$ cat config.mk
export PLATFORM = sky130hd
export DESIGN_NAME = rf_wport_arbiter
export DESIGN_NICKNAME = d
export VERILOG_FILES = /design/src/rtl/rf_wport_arbiter_pkg.sv /design/src/rtl/rf_wport_arbiter_xres_fifo.sv /design/src/rtl/rf_wport_arbiter.sv
export SDC_FILE = /design/constraint.sdc
export NUM_CORES = 1
export LEC_CHECK = 0
export BUFFER_PORTS_ARGS = -buffer_cell sky130_fd_sc_hd__clkbuf_2
export CORE_ASPECT_RATIO = 0.6
export CORE_MARGIN = 5
export CORE_UTILIZATION = 35
export CTS_CLUSTER_DIAMETER = 200
export DETAILED_ROUTE_END_ITERATION = 7
export REMOVE_ABC_BUFFERS = 1
export SETUP_SLACK_MARGIN = 0.4
export SKIP_CTS_REPAIR_TIMING = 1
export SLEW_MARGIN = 20
export SYNTH_ARGS = -nofsm -noshare
export SYNTH_HDL_FRONTEND = slang
export SYNTH_HIERARCHICAL = 1
export SYNTH_SLANG_ARGS = --single-unit
$ cat constraint.sdc
create_clock -name clk -period 2.7 [get_ports clk]
set_input_delay 0 -clock clk [delete_from_list [all_inputs] [get_ports clk]]
set_output_delay 0 -clock clk [all_outputs]
set_load 0.05 [all_outputs]
$ cat src/rtl/rf_wport_arbiter_pkg.sv
// Shared types for the register-file write-port arbiter.
//   rf_addr_t    : 5-bit integer register index
//   xres_entry_t : one buffered coprocessor result (destination + data)
package rf_wport_arbiter_pkg;

  typedef logic [4:0] rf_addr_t;

  typedef struct packed {
    rf_addr_t    rd;
    logic [31:0] data;
  } xres_entry_t;

  // x0 is hardwired to zero, so results targeting it are never stored
  localparam rf_addr_t RF_ADDR_ZERO = 5'd0;

endpackage

$ cat src/rtl/rf_wport_arbiter_xres_fifo.sv
// Result buffer for coprocessor writebacks.
// Ports:
//   clk, rst_n  : clock, async active-low reset (clears count/pointers only)
//   push        : store push_entry at the write pointer (caller ensures !full)
//   push_entry  : entry to store
//   pop         : advance the read pointer (caller ensures !empty)
//   head        : entry at the read pointer
//   full, empty : derived from the registered count
module rf_wport_arbiter_xres_fifo
  import rf_wport_arbiter_pkg::*;
#(
  parameter int unsigned DEPTH = 2
) (
  input  logic        clk,
  input  logic        rst_n,
  input  logic        push,
  input  xres_entry_t push_entry,
  input  logic        pop,
  output xres_entry_t head,
  output logic        full,
  output logic        empty
);

  localparam int unsigned PW = (DEPTH > 1) ? $clog2(DEPTH) : 1;
  localparam logic [PW:0] FULL_CNT = (PW+1)'(DEPTH);

  logic [PW-1:0] wptr;
  logic [PW-1:0] rptr;
  logic [PW:0]   count;
  xres_entry_t   mem [DEPTH];

  // DEPTH is a power of two, so pointers wrap by plain overflow
  always_ff @(posedge clk or negedge rst_n) begin
    if (!rst_n) begin
      wptr  <= '0;
      rptr  <= '0;
      count <= '0;
    end else begin
      if (push) wptr <= wptr + 1'b1;
      if (pop)  rptr <= rptr + 1'b1;
      case ({push, pop})
        2'b10:   count <= count + 1'b1;
        2'b01:   count <= count - 1'b1;
        default: count <= count;
      endcase
    end
  end

  // Storage is not reset; count gating makes stale contents unobservable
  always_ff @(posedge clk) begin
    if (push) mem[wptr] <= push_entry;
  end

  assign head  = mem[rptr];
  assign full  = (count == FULL_CNT);
  assign empty = (count == '0);

endmodule

$ cat src/rtl/rf_wport_arbiter.sv
// Register-file write-port arbiter between the WB stage and buffered
// coprocessor results.
// Ports:
//   clk, rst_n                        : clock, async active-low reset
//   wb_we_i/wb_waddr_i/wb_wdata_i     : WB stage write request
//   wb_stall_o                        : WB denied this cycle (port given to buffer)
//   xres_valid_i/xres_ready_o         : result handshake
//   xres_we_i/xres_rd_i/xres_data_i   : result payload
//   rf_we_o/rf_waddr_o/rf_wdata_o     : regfile write port
//   xres_empty_o                      : no buffered results pending
module rf_wport_arbiter
  import rf_wport_arbiter_pkg::*;
#(
  parameter int unsigned XRES_DEPTH   = 2,
  parameter int unsigned STARVE_LIMIT = 4
) (
  input  logic        clk,
  input  logic        rst_n,
  input  logic        wb_we_i,
  input  rf_addr_t    wb_waddr_i,
  input  logic [31:0] wb_wdata_i,
  output logic        wb_stall_o,
  input  logic        xres_valid_i,
  output logic        xres_ready_o,
  input  logic        xres_we_i,
  input  rf_addr_t    xres_rd_i,
  input  logic [31:0] xres_data_i,
  output logic        rf_we_o,
  output rf_addr_t    rf_waddr_o,
  output logic [31:0] rf_wdata_o,
  output logic        xres_empty_o
);

  localparam int unsigned SW = $clog2(STARVE_LIMIT + 1);
  localparam logic [SW-1:0] STARVE_MAX = SW'(STARVE_LIMIT);

  logic          fifo_full;
  logic          fifo_empty;
  logic          push;
  logic          buf_grant;
  xres_entry_t   push_entry;
  xres_entry_t   head;
  logic [SW-1:0] starve_cnt;

  assign push_entry = '{rd: xres_rd_i, data: xres_data_i};

  // Ready comes from the registered count only: a full buffer refuses a
  // result even if its head pops this cycle.
  assign xres_ready_o = !fifo_full;

  // Results without a real destination complete the handshake but are dropped
  assign push = xres_valid_i && xres_ready_o && xres_we_i && (xres_rd_i != RF_ADDR_ZERO);

  rf_wport_arbiter_xres_fifo #(
    .DEPTH (XRES_DEPTH)
  ) u_xres_fifo (
    .clk        (clk),
    .rst_n      (rst_n),
    .push       (push),
    .push_entry (push_entry),
    .pop        (buf_grant),
    .head       (head),
    .full       (fifo_full),
    .empty      (fifo_empty)
  );

  // WB normally wins; the buffer takes the port once it has lost
  // STARVE_LIMIT conflict cycles in a row.
  assign buf_grant = !fifo_empty && (!wb_we_i || (starve_cnt == STARVE_MAX));

  always_ff @(posedge clk or negedge rst_n) begin
    if (!rst_n) begin
      starve_cnt <= '0;
    end else if (buf_grant) begin
      starve_cnt <= '0;
    end else if (!fifo_empty && (starve_cnt != STARVE_MAX)) begin
      starve_cnt <= starve_cnt + 1'b1;
    end
  end

  assign wb_stall_o   = wb_we_i && buf_grant;
  assign rf_we_o      = wb_we_i || buf_grant;
  assign rf_waddr_o   = buf_grant ? head.rd   : wb_waddr_i;
  assign rf_wdata_o   = buf_grant ? head.data : wb_wdata_i;
  assign xres_empty_o = fifo_empty;

endmodule

==> impl_metrics.csv <==
group,metric,value,unit
layout,area_growth,42.6,%
floorplan,num_rows,29,
grt,grt_pass1_wl,14.7,mm
drt,viasPerCell,4.85,
critical_path,critPathCaptureType,"primary output",
sta,maxSlewViolCount,0,
floorplan,core,0.0107,mm²
critical_path,reg2reg_depth,6,
grt,grt_util_met2,20.4,%
grt,top_usage_layer,"met2",
layout,design_area,0.00556,mm²
grt,grt-ovfl-total,0,
sta,min_period_over_period,78.6,%
critical_path,cp-start-kind,"flop",
clock_tree,numClockSinks,81,
critical_path,crit_fanout,20,
placement,gp_congestion,0.699,
clock_tree,clk_pin_slew,0.06,ns
power_and_ir_drop,p_leak,2.23,nW
placement,io_buffers,119,
drt,wl_per_cell,17.2,µm
layout,nets,487,
grt,grt_use_total,14.3,%
sta,rsz0062_at_grt,"no",
drt,dr.pass1.iters,4,
sta,setup_viol,0,
placement,dp.cells,495,
synth,syn_avg_cell_area,15.8,µm²
synth,ys_warn_count,6,
sta,tightest_slew,0.404,ns
synth,yosysTopAreaCell,"edfxtp_1",
critical_path,critPathArrivalTime,2.12,ns
sta,hold_viol_final,0,
grt,use_met1,19.1,%
grt,use_met3,7.44,%
layout,final_cells,548,
clock_tree,clkLatencyLatePin,0.33,ns
synth,synth.area.top_cells,"edfxtp_1, a32o_1, mux2_4",
floorplan,die_h,91.7,µm
synth,ys.flop_type,"edfxtp_1",
synth,synth-seq-area-share,61.5,%
synth,ys_seq_elements,81,
job,cap_viol_max_count,0,
floorplan,start_util,36.3,%
drt,drc,0,
clock_tree,clockBufferDepth,2,
grt,antenna_found_initial,0,
critical_path,crit_type,"reg -> out",
layout,fill_cells,941,
synth,synth_edf_count,74,
placement,dpl.hpwl,6.59,mm
grt,grt_max_degree,29,
floorplan,dieArea,0.0134,mm²
floorplan,die_x,146,µm
drt,ant_nets,0,
drt,dr_total_vias,2658,
synth,synth.distinct_cells,29,
drt,drtIter0Drc,143,
clock_tree,htree_levels,3,
synth,synth_cells,247,
placement,placed_area,0.00488,mm²
sta,fmax,471,MHz
layout,drive_gt1_share,45.2,%
clock_tree,clockRootBuffer,"clkbuf_16",
sta,clock_skew,0.00508,ns
power_and_ir_drop,cellPowerDensity,1060,mW/mm²
worst_hold_path,hp-class,"in -> async",
layout,antenna_cells,0,
sta,slew_headroom,73.0,%
grt,grt_pass1_vias,2664,
clock_tree,cts_made_buffers,9,
critical_path,worstPathRequired,2.70,ns
floorplan,num_io_pins,120,
synth,synth_top_area_share,57.0,%
clock_tree,cts_tree,"yes",
sta,final.min_clock_period,2.12,ns
synth,syn_area,0.00390,mm²
drt,finalWirelength,9.43,mm
status,status,"completed",
power_and_ir_drop,irDropWorstVdd,0.000616,V
synth,ys_async_sr_fraction,8.64,%
-- cells in the mapped netlist, types with 3 or more instances --
master,number
a32o_1,37
buf_2,8
buf_6,9
dfrtp_1,7
edfxtp_1,74
ha_1,3
inv_1,4
mux2_2,17
mux2_4,20
nor2_1,4
nor2b_1,38
xor2_1,3
-- per-layer routing --
layer	vias to the layer above	share of wire [%]
met5	-	0
met4	0	0.90
met3	8	7.6
met2	102	43
met1	1266	49
li1	1282	-
-- through the flow --
stage | total power (W) | setup TNS (ns) | setup slack [ns] | util [%] | hold WS [ns]
after floorplan | 0.00369 | -66.74 | -1.20 | - | -0.296
after global placement | 0.00470 | 0 | 0.739 | 45.4 | -0.148
after detailed placement | 0.00473 | 0 | 0.762 | 45.4 | -0.147
after CTS | 0.00588 | 0 | 0.426 | 48.0 | -0.508
after global routing | 0.00619 | 0 | 0.447 | 51.7 | 0.0572
final | 0.00587 | 0 | 0.578 | 51.7 | 0.0469
-- critical path, cell delays in order (launching register included) --
cell	delay, ns
dfrtp_4	0.63
buf_12	0.24
mux2_2	0.35
nor2b_1	0.13
a32o_1	0.20
clkbuf_2	0.23
-- cells by family (layout without fill, tap and decap cells) --
| logic type | count (synthesis) | after routing | share of synthesized area, % |
|---|---|---|---|
| mux | 37 | 37 | 12.6 |
| simple gates | 54 | 54 | 8.67 |
| buf+inv | 24 | 186 | 4.40 |
| flops | 81 | 81 | 61.5 |
| fa+ha+maj | 3 | 3 | 0.963 |
| compound gates | 43 | 43 | 10.7 |
| xor+xnor | 5 | 5 | 1.12 |
-- final cells by class --
type                            instances  area, µm²  area share [%]
Clock buffer                           10        229            4.12
Clock inverter                          5       47.5           0.856
Inverter                                4       15.0           0.270
Multi-Input combinational cell        142       1350            24.4
Sequential cell                        81       2400            43.2
Tap cell                              139        174            3.13
Timing Repair Buffer                  167       1340            24.0
-- where the power goes --
group | internal [W] | total (W) | switching [W]
clock network | 0.000700 | 0.00112 | 0.000422
registers | 0.00158 | 0.00172 | 0.000144
logic | 0.00129 | 0.00303 | 0.00174
-- state kept, by name (all words and copies together), names as in the netlist --
signal / cells
u_xres_fifo/rptr: 1
u_xres_fifo/mem: 74
u_xres_fifo/count: 2
starve_cnt: 3
u_xres_fifo/wptr: 1
-- cells in the final DEF (no fill, tap or decap), types with 2 or more instances in the layout --
cell / count
a32o_1: 37
buf_12: 19
buf_4: 5
buf_6: 2
clkbuf_16: 9
clkbuf_2: 103
clkinv_1: 2
clkinv_2: 2
dfrtp_1: 6
dlygate4sd3_1: 38
edfxtp_1: 74
ha_1: 3
inv_1: 4
mux2_2: 17
mux2_4: 20
nand2_1: 2
nand2b_1: 2
nor2_1: 2
nor2_4: 2
nor2b_1: 38
nor4bb_1: 2
o21ai_1: 2
xnor2_1: 2
xor2_1: 3
-- path summary, 6_finish.rpt --
check | start | end | slack, ns
min in group clk | xres_we_i | u_xres_fifo/wptr | 0.08
max reg2reg | u_xres_fifo/count[1] | u_xres_fifo/mem[0][13] | 0.80
max | u_xres_fifo/rptr | rf_wdata_o[25] | 0.58
min reg2reg | starve_cnt[1] | starve_cnt[1] | 0.53
max in group asynchronous | rst_n | u_xres_fifo/rptr | 2.46
min | rst_n | starve_cnt[0] | 0.05
(Power assumes the default switching activity.)
